File: config.mk
export PLATFORM = sky130hd
export DESIGN_NAME = mux4_rr_select
export DESIGN_NICKNAME = d
export VERILOG_FILES = /design/src/rtl/mux4_rr_select.sv
export SDC_FILE = /design/constraint.sdc
export NUM_CORES = 1
export LEC_CHECK = 0
export CAP_MARGIN = 10
export CORE_MARGIN = 10
export CORE_UTILIZATION = 49
export DETAILED_ROUTE_END_ITERATION = 10
export PLACE_DENSITY_LB_ADDON = 0.15
export SLEW_MARGIN = 25
export SYNTH_ARGS = -nofsm -noshare
export SYNTH_HDL_FRONTEND = slang
export SYNTH_SLANG_ARGS = --single-unit
File: constraint.sdc
create_clock -name clk -period 3.1 [get_ports clk]
set_input_delay 0.62 -clock clk [delete_from_list [all_inputs] [get_ports clk]]
set_output_delay 0.62 -clock clk [all_outputs]
set_load 0.02 [all_outputs]
File: src/rtl/mux4_rr_select.sv
// Round-robin select generator for a 4x1 mux: burst-limited grants, registered sel/grant.
// Optional per-channel beat statistics are built when MUX4_SEL_STATS_EN is defined.
module mux4_rr_select #(
   parameter int BURST_LEN = 4
`ifdef MUX4_SEL_STATS_EN
   ,
   parameter int STAT_W = 16
`endif
) (
   input  logic                clk,
   input  logic                reset,
   input  logic [3:0]          req,
   input  logic                out_ready,
   output logic [1:0]          sel,
   output logic                sel_valid,
   output logic [3:0]          grant,
   output logic                beat_last
`ifdef MUX4_SEL_STATS_EN
   ,
   input  logic                stat_clr,
   output logic [4*STAT_W-1:0] stat_beats
`endif
);

   localparam int CW = $clog2(BURST_LEN + 1);
   localparam logic [CW-1:0] CNT_LAST = CW'(BURST_LEN - 1);

   typedef enum logic {
      IDLE  = 1'b0,
      GRANT = 1'b1
   } state_t;

   state_t        state;
   state_t        state_n;
   logic [1:0]    sel_n;
   logic [CW-1:0] cnt;
   logic [CW-1:0] cnt_n;
   logic [3:0]    grant_n;
   logic [1:0]    win;
   logic          any_req;
   logic          xfer;
   logic          release_now;

   // First requester after base, wrapping, with base itself checked last.
   function automatic logic [1:0] rr_pick(
      input logic [1:0] base,
      input logic [3:0] r
   );
      logic [2:0] sh;
      logic [7:0] dbl;
      logic [3:0] rot;
      logic [1:0] off;
      sh  = {1'b0, base} + 3'd1;
      dbl = {r, r} >> sh;
      rot = dbl[3:0];
      off = 2'd0;
      for (int k = 3; k >= 0; k--) begin
         if (rot[k]) begin
            off = 2'(k);
         end
      end
      return base + 2'd1 + off;
   endfunction

   assign sel_valid = (state == GRANT);
   assign any_req   = |req;
   assign win       = rr_pick(sel, req);
   assign xfer      = sel_valid & req[sel] & out_ready;
   assign beat_last = xfer & (cnt == CNT_LAST);

   // A withdrawn owner has req[sel]=0, so the search naturally skips it;
   // a completed burst keeps the owner eligible as the last candidate.
   assign release_now = beat_last | (sel_valid & ~req[sel]);

   // Next-state: pick a winner from IDLE, or rotate/idle at a release edge.
   always_comb begin
      state_n = state;
      sel_n   = sel;
      cnt_n   = cnt;
      unique case (state)
         IDLE: begin
            if (any_req) begin
               state_n = GRANT;
               sel_n   = win;
               cnt_n   = '0;
            end
         end
         GRANT: begin
            if (release_now) begin
               cnt_n = '0;
               if (any_req) begin
                  sel_n = win;
               end else begin
                  state_n = IDLE;
               end
            end else if (xfer) begin
               cnt_n = cnt + CW'(1);
            end
         end
         default: begin
            state_n = IDLE;
            cnt_n   = '0;
         end
      endcase
   end

   // One-hot grant computed from the next owner so it can be registered.
   always_comb begin
      grant_n = 4'b0000;
      if (state_n == GRANT) begin
         unique case (sel_n)
            2'd0: grant_n = 4'b0001;
            2'd1: grant_n = 4'b0010;
            2'd2: grant_n = 4'b0100;
            2'd3: grant_n = 4'b1000;
            default: grant_n = 4'b0000;
         endcase
      end
   end

   // Arbiter state; sel resets to 3 so the first search begins at channel 0.
   always_ff @(posedge clk) begin
      if (reset) begin
         state <= IDLE;
         sel   <= 2'b11;
         cnt   <= '0;
         grant <= 4'b0000;
      end else begin
         state <= state_n;
         sel   <= sel_n;
         cnt   <= cnt_n;
         grant <= grant_n;
      end
   end

`ifdef MUX4_SEL_STATS_EN
   logic [STAT_W-1:0] stat_q [4];

   for (genvar i = 0; i < 4; i++) begin : g_stat
      // Saturating beat count for channel i; clear takes priority.
      always_ff @(posedge clk) begin
         if (reset || stat_clr) begin
            stat_q[i] <= '0;
         end else if (xfer && (sel == 2'(i)) && (stat_q[i] != '1)) begin
            stat_q[i] <= stat_q[i] + STAT_W'(1);
         end
      end
      assign stat_beats[i*STAT_W +: STAT_W] = stat_q[i];
   end
`endif

endmodule

# After elaboration in Yosys (flattened, before gate mapping)
# Cells that the tools add are included.
# op_classes
n_mux,17
n_shift,1
n_lt_le_gt_ge,1
n_addsub,4
bitwise_logic,8
n_reduce_logical,4
eq_ne,6
# op_table
cell,n
one-hot mux 4 bit (4 select lines),1
two-way mux 2 bit,6
two-way mux 3 bit,3
right shift 8 x 3 -> 4 bit,1
one-hot mux 3 bit (2 select lines),1
bitwise AND 1 bit,4
"equality test 2 bit, second input constant",2
one-hot mux 2 bit (2 select lines),1
OR reduction 4 bit,1
"adder 2 x 1 -> 3 bit, second input constant",1
"adder 3 x 1 -> 3 bit, second input constant",1
"equality test 3 x 2 -> 1 bit, second input constant",1
"< comparator 2 x 3 -> 1 bit, second input constant",1
two-way mux 1 bit,3
"inequality test 3 x 1 -> 1 bit, second input constant",1
NOT 1 bit,3
"adder 2 x 1 -> 2 bit, second input constant",1
adder 2 bit,1
binary-select mux 1 bit (select 2 bit),1
"equality test 2 x 1 -> 1 bit, second input constant",1
zero test 2 bit,1
"inequality test 2 bit, second input constant",1
one-hot mux 1 bit (2 select lines),1
AND reduction 2 bit,1
other kinds (2),2
# word_totals
regBits,10
inputBits,7
output_inout_bits,8
word_cells,45

# Logic depth before layout (Yosys ltp)
# Gate-level depths: netlist of run 1.
# depth
ltp_word,12
ltp_mapped,11
depth_no_buf,10

# Worst setup path before layout of run 1
# Ideal clock, no wire load.
# synth_path
path_type,input -> register
from,input req[1]
to,register grant[3]
setup_slack_ps,709
setup_time_ps,72
path_buffers,1
required_ps,3028
t_arrival_ps,2320
cell_stages,9
cell_sequence,buf_6 -> nor2b_1 -> a21oi_1 -> o221ai_1 -> o21ai_0 -> ha_1 -> or4_4 -> a21oi_4 -> mux2i_1
# synth_between
elab_chain_cells,11
elab_cells_between_ends,28
classes_between,1 x add/sub; 3 x eq/ne; 1 x shift; 13 x mux; 7 x bitwise; 3 x reduce/logical
# synth_rtl
element,line_no,source
start: declaration,12,"input logic [3:0] req,"
right shift 8 x 3 -> 4 bit,54,"dbl = {r, r} >> sh;"
two-way mux 2 bit (4 in series),58,if (rot[k]) begin
adder 2 bit,62,return base + 2'd1 + off;
two-way mux 2 bit,"82, 91",
two-way mux 2 bit,89,if (release_now) begin
one-hot mux 2 bit (2 select lines),80,unique case (state)
"equality test 2 bit, or another cell as far along",111,unique case (sel_n)
one-hot mux 4 bit (4 select lines),111,
end signal: assignment,132,grant <= grant_n;
end: declaration,16,"output logic [3:0] grant,"
# Parallel ways exist; a longest one is shown, timed or not. The select of a mux whose other input is x is not followed.
# A chain may end at the register's enable or synchronous reset.

# Worst setup path after layout of run 1
# layout_path
from,input req[1]
to,output beat_last
# layout_between
elab_chain_cells,5
# layout_rtl
element,line_no,source
binary-select mux 1 bit (select 2 bit),68,assign xfer = sel_valid & req[sel] & out_ready;
two-way mux 1 bit (implied by the code),68,
bitwise AND 1 bit (2 in series),68,
bitwise AND 1 bit,69,assign beat_last = xfer & (cnt == CNT_LAST);
end: declaration,17,output logic beat_last
# Every way passes these cells. The select of a mux whose other input is x is not followed.

==> results of run 1 <==
## synthesized netlist by cell type, types with 2 or more instances
cell type / count
a211o_1: 3
a21oi_1: 7
buf_6: 2
dfxtp_1: 10
ha_1: 3
inv_1: 5
mux2_2: 2
mux2i_1: 6
nand2_1: 7
nand3_1: 3
nand3b_1: 2
nand4_1: 2
nor2_1: 5
nor2b_1: 3
nor4_1: 2
o21ai_0: 2
or4_1: 2
## how the worst max path moves through the flow
stage | to | slack (ns) | depth (start not counted)
2_1_floorplan | grant[3]$_SDFF_PP0_ | 0.71 | 9
3_3_place_gp | beat_last | 0.14 | 5
3_5_place_dp | grant[3]$_SDFF_PP0_ | 0.1 | 10
4_1_cts | beat_last | 0.13 | 5
5_1_grt | beat_last | 0.08 | 5
6_report | beat_last | 0.14 | 5
## layout make-up
cell class	instances	area, um^2
clock buffers	4	36.3
multi-input cells	65	482
inverters	5	18.8
well taps	15	18.8
fillers	107	417
repair buffers	19	178
flip-flops and latches	10	200
## worst min-delay path: stages (launching register included)
cell and delay [ns]:
dfxtp_1 0.31, nand2_1 0.05, a21oi_1 0.05
## cells by family (layout without fill, tap and decap cells)
logic type / Yosys count / count (layout) / synth area share (%)
adder cells (fa/ha/maj): 3 / 3 / 5.16
flip-flops: 10 / 10 / 27.5
buffers and inverters: 8 / 28 / 6.36
AO/OA/AOI/OAI: 20 / 20 / 21.0
multiplexers: 9 / 9 / 13.4
AND/OR/NAND/NOR: 33 / 33 / 26.6
## where the power goes
group	switching (mW)	internal [mW]
combinational	0.191	0.198
sequential	0.0435	0.166
clock	0.0460	0.0714
## registers in the layout, summed over array words and instances, names as in the netlist
signal	flops
grant	4
cnt	3
sel	2
sel_valid	1
## per-stage QoR
step / instance area, um^2 / setup slack [ns] / hold slack (ns)
after floorplan: 728 / 0.709 / 0.426
after global placement: 897 / 0.137 / 0.440
after detailed placement: 897 / 0.0968 / 0.458
after CTS: 933 / 0.126 / 0.467
after global routing: 933 / 0.0822 / 0.485
final: 933 / 0.137 / 0.464
## per-layer routing
| metal | track usage (%) | vias up | wire length (um) |
|---|---|---|---|
| met3 | 4.51 | 4 | 83 |
| met1 | 10.0 | 302 | 684 |
| met4 | 4.03 | 0 | 22 |
| li1 | - | 354 | - |
| met2 | 14.7 | 11 | 730 |
| met5 | 0 | - | 0 |
==> impl_metrics.env, run 1 <==
export IMPL_rsz0062_at_grt="no"
export IMPL_seq_area_frac_synth_pct=27.5
export IMPL_finalHoldViolCount=0
export IMPL_antenna_found_initial=0
export IMPL_drt_first_pass_iters=4
export IMPL_post_cts_buffers=0
export IMPL_clk_pin_slew_ns=0.06
export IMPL_r2r_cells=9
export IMPL_track_usage_pct=9.20
export IMPL_worst_pin_slew_ns=0.417
export IMPL_cp_required_ns=2.48
export IMPL_cp_cell_sequence="clkdlybuf4s50_1 -> mux2_2 -> mux2_2 -> and4_1 -> clkdlybuf4s50_1"
export IMPL_reg2reg_slack_ns=0.66
export IMPL_grt_first_pass_wirelength_um=2560
export IMPL_grt_pass1_vias=575
export IMPL_postCtsHoldBufs=0
export IMPL_layout_commonest_cell="clkdlybuf4s50_1"
export IMPL_dp_cells=114
export IMPL_clk_path_buf_depth=2
export IMPL_gp_congestion=0.794
export IMPL_fin_crit_sh_pct=95.6
export IMPL_antenna_cells=0
export IMPL_synth_main_ff_cell="dfxtp_1"
export IMPL_setup_viol_count_final=0
export IMPL_wl_per_cell_um=12.9
export IMPL_die_x_um=58.6
export IMPL_syn_num_nets=93
export IMPL_cts_root_buf="clkbuf_4"
export IMPL_htreeDepth=1
export IMPL_start_kind="input pin"
export IMPL_netlist_area_um2=728
export IMPL_pin_count=15
export IMPL_synth_distinct_cells=34
export IMPL_p_per_area_nw_per_um2=767
export IMPL_vias=671
export IMPL_drive_above_1_share_pct=16.5
export IMPL_dieArea_um2=3430
export IMPL_grt_max_degree=14
export IMPL_ctsResizeCount=0
export IMPL_stdcell_count=118
export IMPL_area_growth_pct=28.2
export IMPL_path_max_fanout=3
export IMPL_dp_hpwl_um=1210
export IMPL_via_per_inst=5.69
export IMPL_ys_seq_elements=10
export IMPL_portBuffers=14
export IMPL_synthCells=83
export IMPL_end_kind="output pin"
export IMPL_p_leak_nw=0.385
export IMPL_clock_sinks=10
export IMPL_max_freq_mhz=338
export IMPL_final_max_slew_viol_count=0
export IMPL_cts_tree="yes"
export IMPL_hold_end="cnt[1]$_SDFFE_PP0P_"
export IMPL_hold_path_cell_count=2
export IMPL_syn_avg_cell_area_um2=8.77
export IMPL_irDropWorstVdd_v=0.000409
export IMPL_synth_largest_area_cell="dfxtp_1"
export IMPL_ys_top_cells_by_area="dfxtp_1, mux2i_1, ha_1"
export IMPL_max_cap_violations=0
export IMPL_first_iter_violations=8
export IMPL_cpLargestDelayFamily="buffers and inverters"
export IMPL_drc=0
export IMPL_crit_path_start="req[1]"
export IMPL_max_slew_margin_rel_pct=72.2
export IMPL_nets=114
export IMPL_arrival_ns=2.34
export IMPL_cts_made_buffers=3
export IMPL_ant_nets=0
export IMPL_chipHeight_um=58.6
export IMPL_finClkSkew_ns=0.00484
export IMPL_r2r_start="sel[1]$_SDFF_PP1_"
export IMPL_start_util_pct=53.9
export IMPL_worstHoldPathType="flip-flop to flip-flop"
export IMPL_critPathSlowestCell="clkdlybuf4s50_1"
export IMPL_p_total_mw=0.715
export IMPL_finalSetupTns_ns=0
export IMPL_status="finished clean"
export IMPL_core_um2=1350
export IMPL_layout_common_cells="clkdlybuf4s50_1, dfxtp_1, nand2_1, a21oi_1, mux2i_1"
export IMPL_rows=13
export IMPL_path_buf_inv=2
export IMPL_synth_top_area_share_pct=27.5
export IMPL_period_minus_slack_ns=2.96
export IMPL_cp_slowest_stage_delay_ns=0.53
export IMPL_clock_latency_ns=0.27
export IMPL_r2r_end="grant[2]$_SDFF_PP0_"
export IMPL_final_core_util_pct=69.1
export IMPL_worstSetupPathType="input pin to output pin"
export IMPL_yosysWarnings=0
export IMPL_synth_edff_count=0
export IMPL_grt_overflow=0
export IMPL_totalWireLength_um=1520
export IMPL_hold_start="cnt[1]$_SDFFE_PP0P_"
export IMPL_synthArstFlopShare_pct=0
(Power assumes the default switching activity.)
==> run 2, diff against run 1 <==
Settings changed: CORE_UTILIZATION 49 to 52, CTS_BUF_LIST from default to sky130_fd_sc_hd__clkbuf_2 sky130_fd_sc_hd__clkbuf_4 sky130_fd_sc_hd__clkbuf_8, MAX_ROUTING_LAYER from default to met4.
Clock period 3.1 ns to 3 ns, I/O delays scaled along.
==> run 2 against run 1 <==
  * Hold slack got worse by 0.0054 ns
  * First-iteration DRC count rose by 13%
  * Largest power group unchanged
  * Highest routed layer unchanged
  * Sequential share of layout area grew 0.44 points
  * Non-clock buffer count down 1
  * Wire length grew 13%
  * Critical path depth rose by 6
  * Sequential power is 4% higher
==> impl_metrics.env, run 2 (synthesized netlist as in run 1, its figures left out) <==
export IMPL_worstHoldPathType="flip-flop to flip-flop"
export IMPL_dp_slack_ns=-0.0291
export IMPL_p_leak_nw=0.392
export IMPL_antenna_found_initial=0
export IMPL_cts_root_buf="clkbuf_4"
export IMPL_irDropWorstVdd_v=0.000509
export IMPL_totalWireLength_um=1720
export IMPL_nets=113
export IMPL_setup_viol_count_final=0
export IMPL_dieArea_um2=3300
export IMPL_worst_pin_slew_ns=0.452
export IMPL_grt_first_pass_wirelength_um=2950
export IMPL_post_cts_buffers=0
export IMPL_p_sw_mw=0.291
export IMPL_whs_ns=0.458
export IMPL_die_x_um=57.4
export IMPL_final_max_slew_viol_count=0
export IMPL_rsz0062_at_grt="no"
export IMPL_cts_made_buffers=3
export IMPL_finalHoldViolCount=0
export IMPL_max_cap_violations=0
export IMPL_layout_commonest_cell="clkdlybuf4s50_1"
export IMPL_ant_nets=0
export IMPL_wl_per_cell_um=14.8
export IMPL_dp_hpwl_um=1290
export IMPL_fin_crit_sh_pct=92.3
export IMPL_core_um2=1320
export IMPL_grt_max_degree=14
export IMPL_start_kind="input pin"
export IMPL_htreeDepth=1
export IMPL_vias=698
export IMPL_clock_sinks=10
export IMPL_pin_count=15
export IMPL_drive_above_1_share_pct=14.9
export IMPL_wl_met3_um=81
export IMPL_postCtsHoldBufs=0
export IMPL_period_minus_slack_ns=2.77
export IMPL_area_growth_pct=25.6
export IMPL_chipHeight_um=57.4
export IMPL_ctsResizeCount=0
export IMPL_path_max_fanout=6
export IMPL_max_freq_mhz=361
export IMPL_status="finished clean"
export IMPL_p_seq_share_pct=30.8
export IMPL_via_per_inst=6.02
export IMPL_max_slew_margin_rel_pct=69.9
export IMPL_gp_congestion=0.884
export IMPL_rows=13
export IMPL_p_per_area_nw_per_um2=777
export IMPL_fin_ws_ns=0.231
export IMPL_p_total_mw=0.710
export IMPL_cts_tree="yes"
export IMPL_portBuffers=14
export IMPL_power_internal_mw=0.419
export IMPL_fillCellCount=109
export IMPL_end_kind="flip-flop"
export IMPL_final_area_um2=915
export IMPL_wl_met1_um=758
export IMPL_combPwrFrac_pct=57.7
export IMPL_drt_first_pass_iters=4
export IMPL_finClkSkew_ns=0.00168
export IMPL_dp_cells=113
export IMPL_layout_common_cells="clkdlybuf4s50_1, dfxtp_1, nand2_1, a21oi_1, mux2i_1"
export IMPL_largest_register="grant"
export IMPL_clk_pin_slew_ns=0.06
export IMPL_grt_pass1_vias=689
export IMPL_antenna_cells=0
export IMPL_route_met2_wl_um=867
export IMPL_first_iter_violations=9
export IMPL_start_util_pct=55.3
export IMPL_track_usage_pct=10.9
export IMPL_clockPowerShare_pct=11.5
export IMPL_drc=0
export IMPL_reg_top3="grant x4, cnt x3, sel x2"
export IMPL_stdcell_count=116
export IMPL_largest_reg_flops=4
export IMPL_switching_share_pct=41.0
export IMPL_grt_overflow=0
export IMPL_dpl_instance_area_um2=890
export IMPL_highest_layer="met4"
export IMPL_clock_latency_ns=0.25
export IMPL_clk_path_buf_depth=2
export IMPL_arrival_ns=2.95
export IMPL_cp_required_ns=3.18
export IMPL_worstSetupPathType="input pin to flip-flop"
==> run 2: changes by cell type in the layout (fill, tap and decap cells not counted) <==
cell	delta
buf_4	-1
clkbuf_8	-1
clkdlybuf4s50_1	-1
dlymetal6s2s_1	+1
o21ai_0	-1
o21ai_1	+1
==> run 2: critical path: stages <==
cell and delay [ns]:
clkdlybuf4s50_1 0.53, buf_4 0.16, nand2_1 0.07, a21oi_1 0.14
o21ai_0 0.09, o21ai_1 0.14, ha_1 0.28, a31oi_2 0.15
o22ai_1 0.15, or4_1 0.49, mux2i_1 0.14
==> run 2: layer usage <==
layer	GRT usage, %	vias up
met1	11.1	334
met5	-	-
met4	4.36	0
li1	-	345
met3	3.10	2
met2	19.0	17
==> run 2: power groups by stage <==
| stage | Sequential, mW | Combinational, mW | Clock [mW] |
|---|---|---|---|
| floorplan | 0.246 | 0.260 | 0 |
| global placement | 0.217 | 0.397 | 0 |
| detailed placement | 0.220 | 0.408 | 0 |
| CTS | 0.218 | 0.412 | 0.0860 |
| global route | 0.226 | 0.446 | 0.0938 |
| finish | 0.219 | 0.410 | 0.0820 |
==> run 2: path summary, 6_finish.rpt <==
path	from	to	slack, ns	cells after the start
setup / recovery	req[2]	grant[3]$_SDFF_PP0_	0.23	11
hold / removal	cnt[2]$_SDFFE_PP0P_	cnt[2]$_SDFFE_PP0P_	0.46	2
setup reg to reg	sel[1]$_SDFF_PP1_	grant[3]$_SDFF_PP0_	0.44	10
hold reg to reg	cnt[2]$_SDFFE_PP0P_	cnt[2]$_SDFFE_PP0P_	0.46	2
==> run 2: layout make-up <==
type	instances	area, um^2	area share (%)
multi-input combinational	65	482	52.7
sequential	10	200	21.9
timing repair buffer	18	173	18.9
clock buffer	3	22.5	2.46
inverter	5	18.8	2.05
tap	15	18.8	2.05
==> run 2: metrics by stage <==
stage	util (%)	setup TNS, ns
2_1_floorplan	-	0
3_3_place_gp	67.5	0
3_5_place_dp	67.5	-0.0673
4_1_cts	69.2	0
5_1_grt	69.4	0
6_report	69.4	0
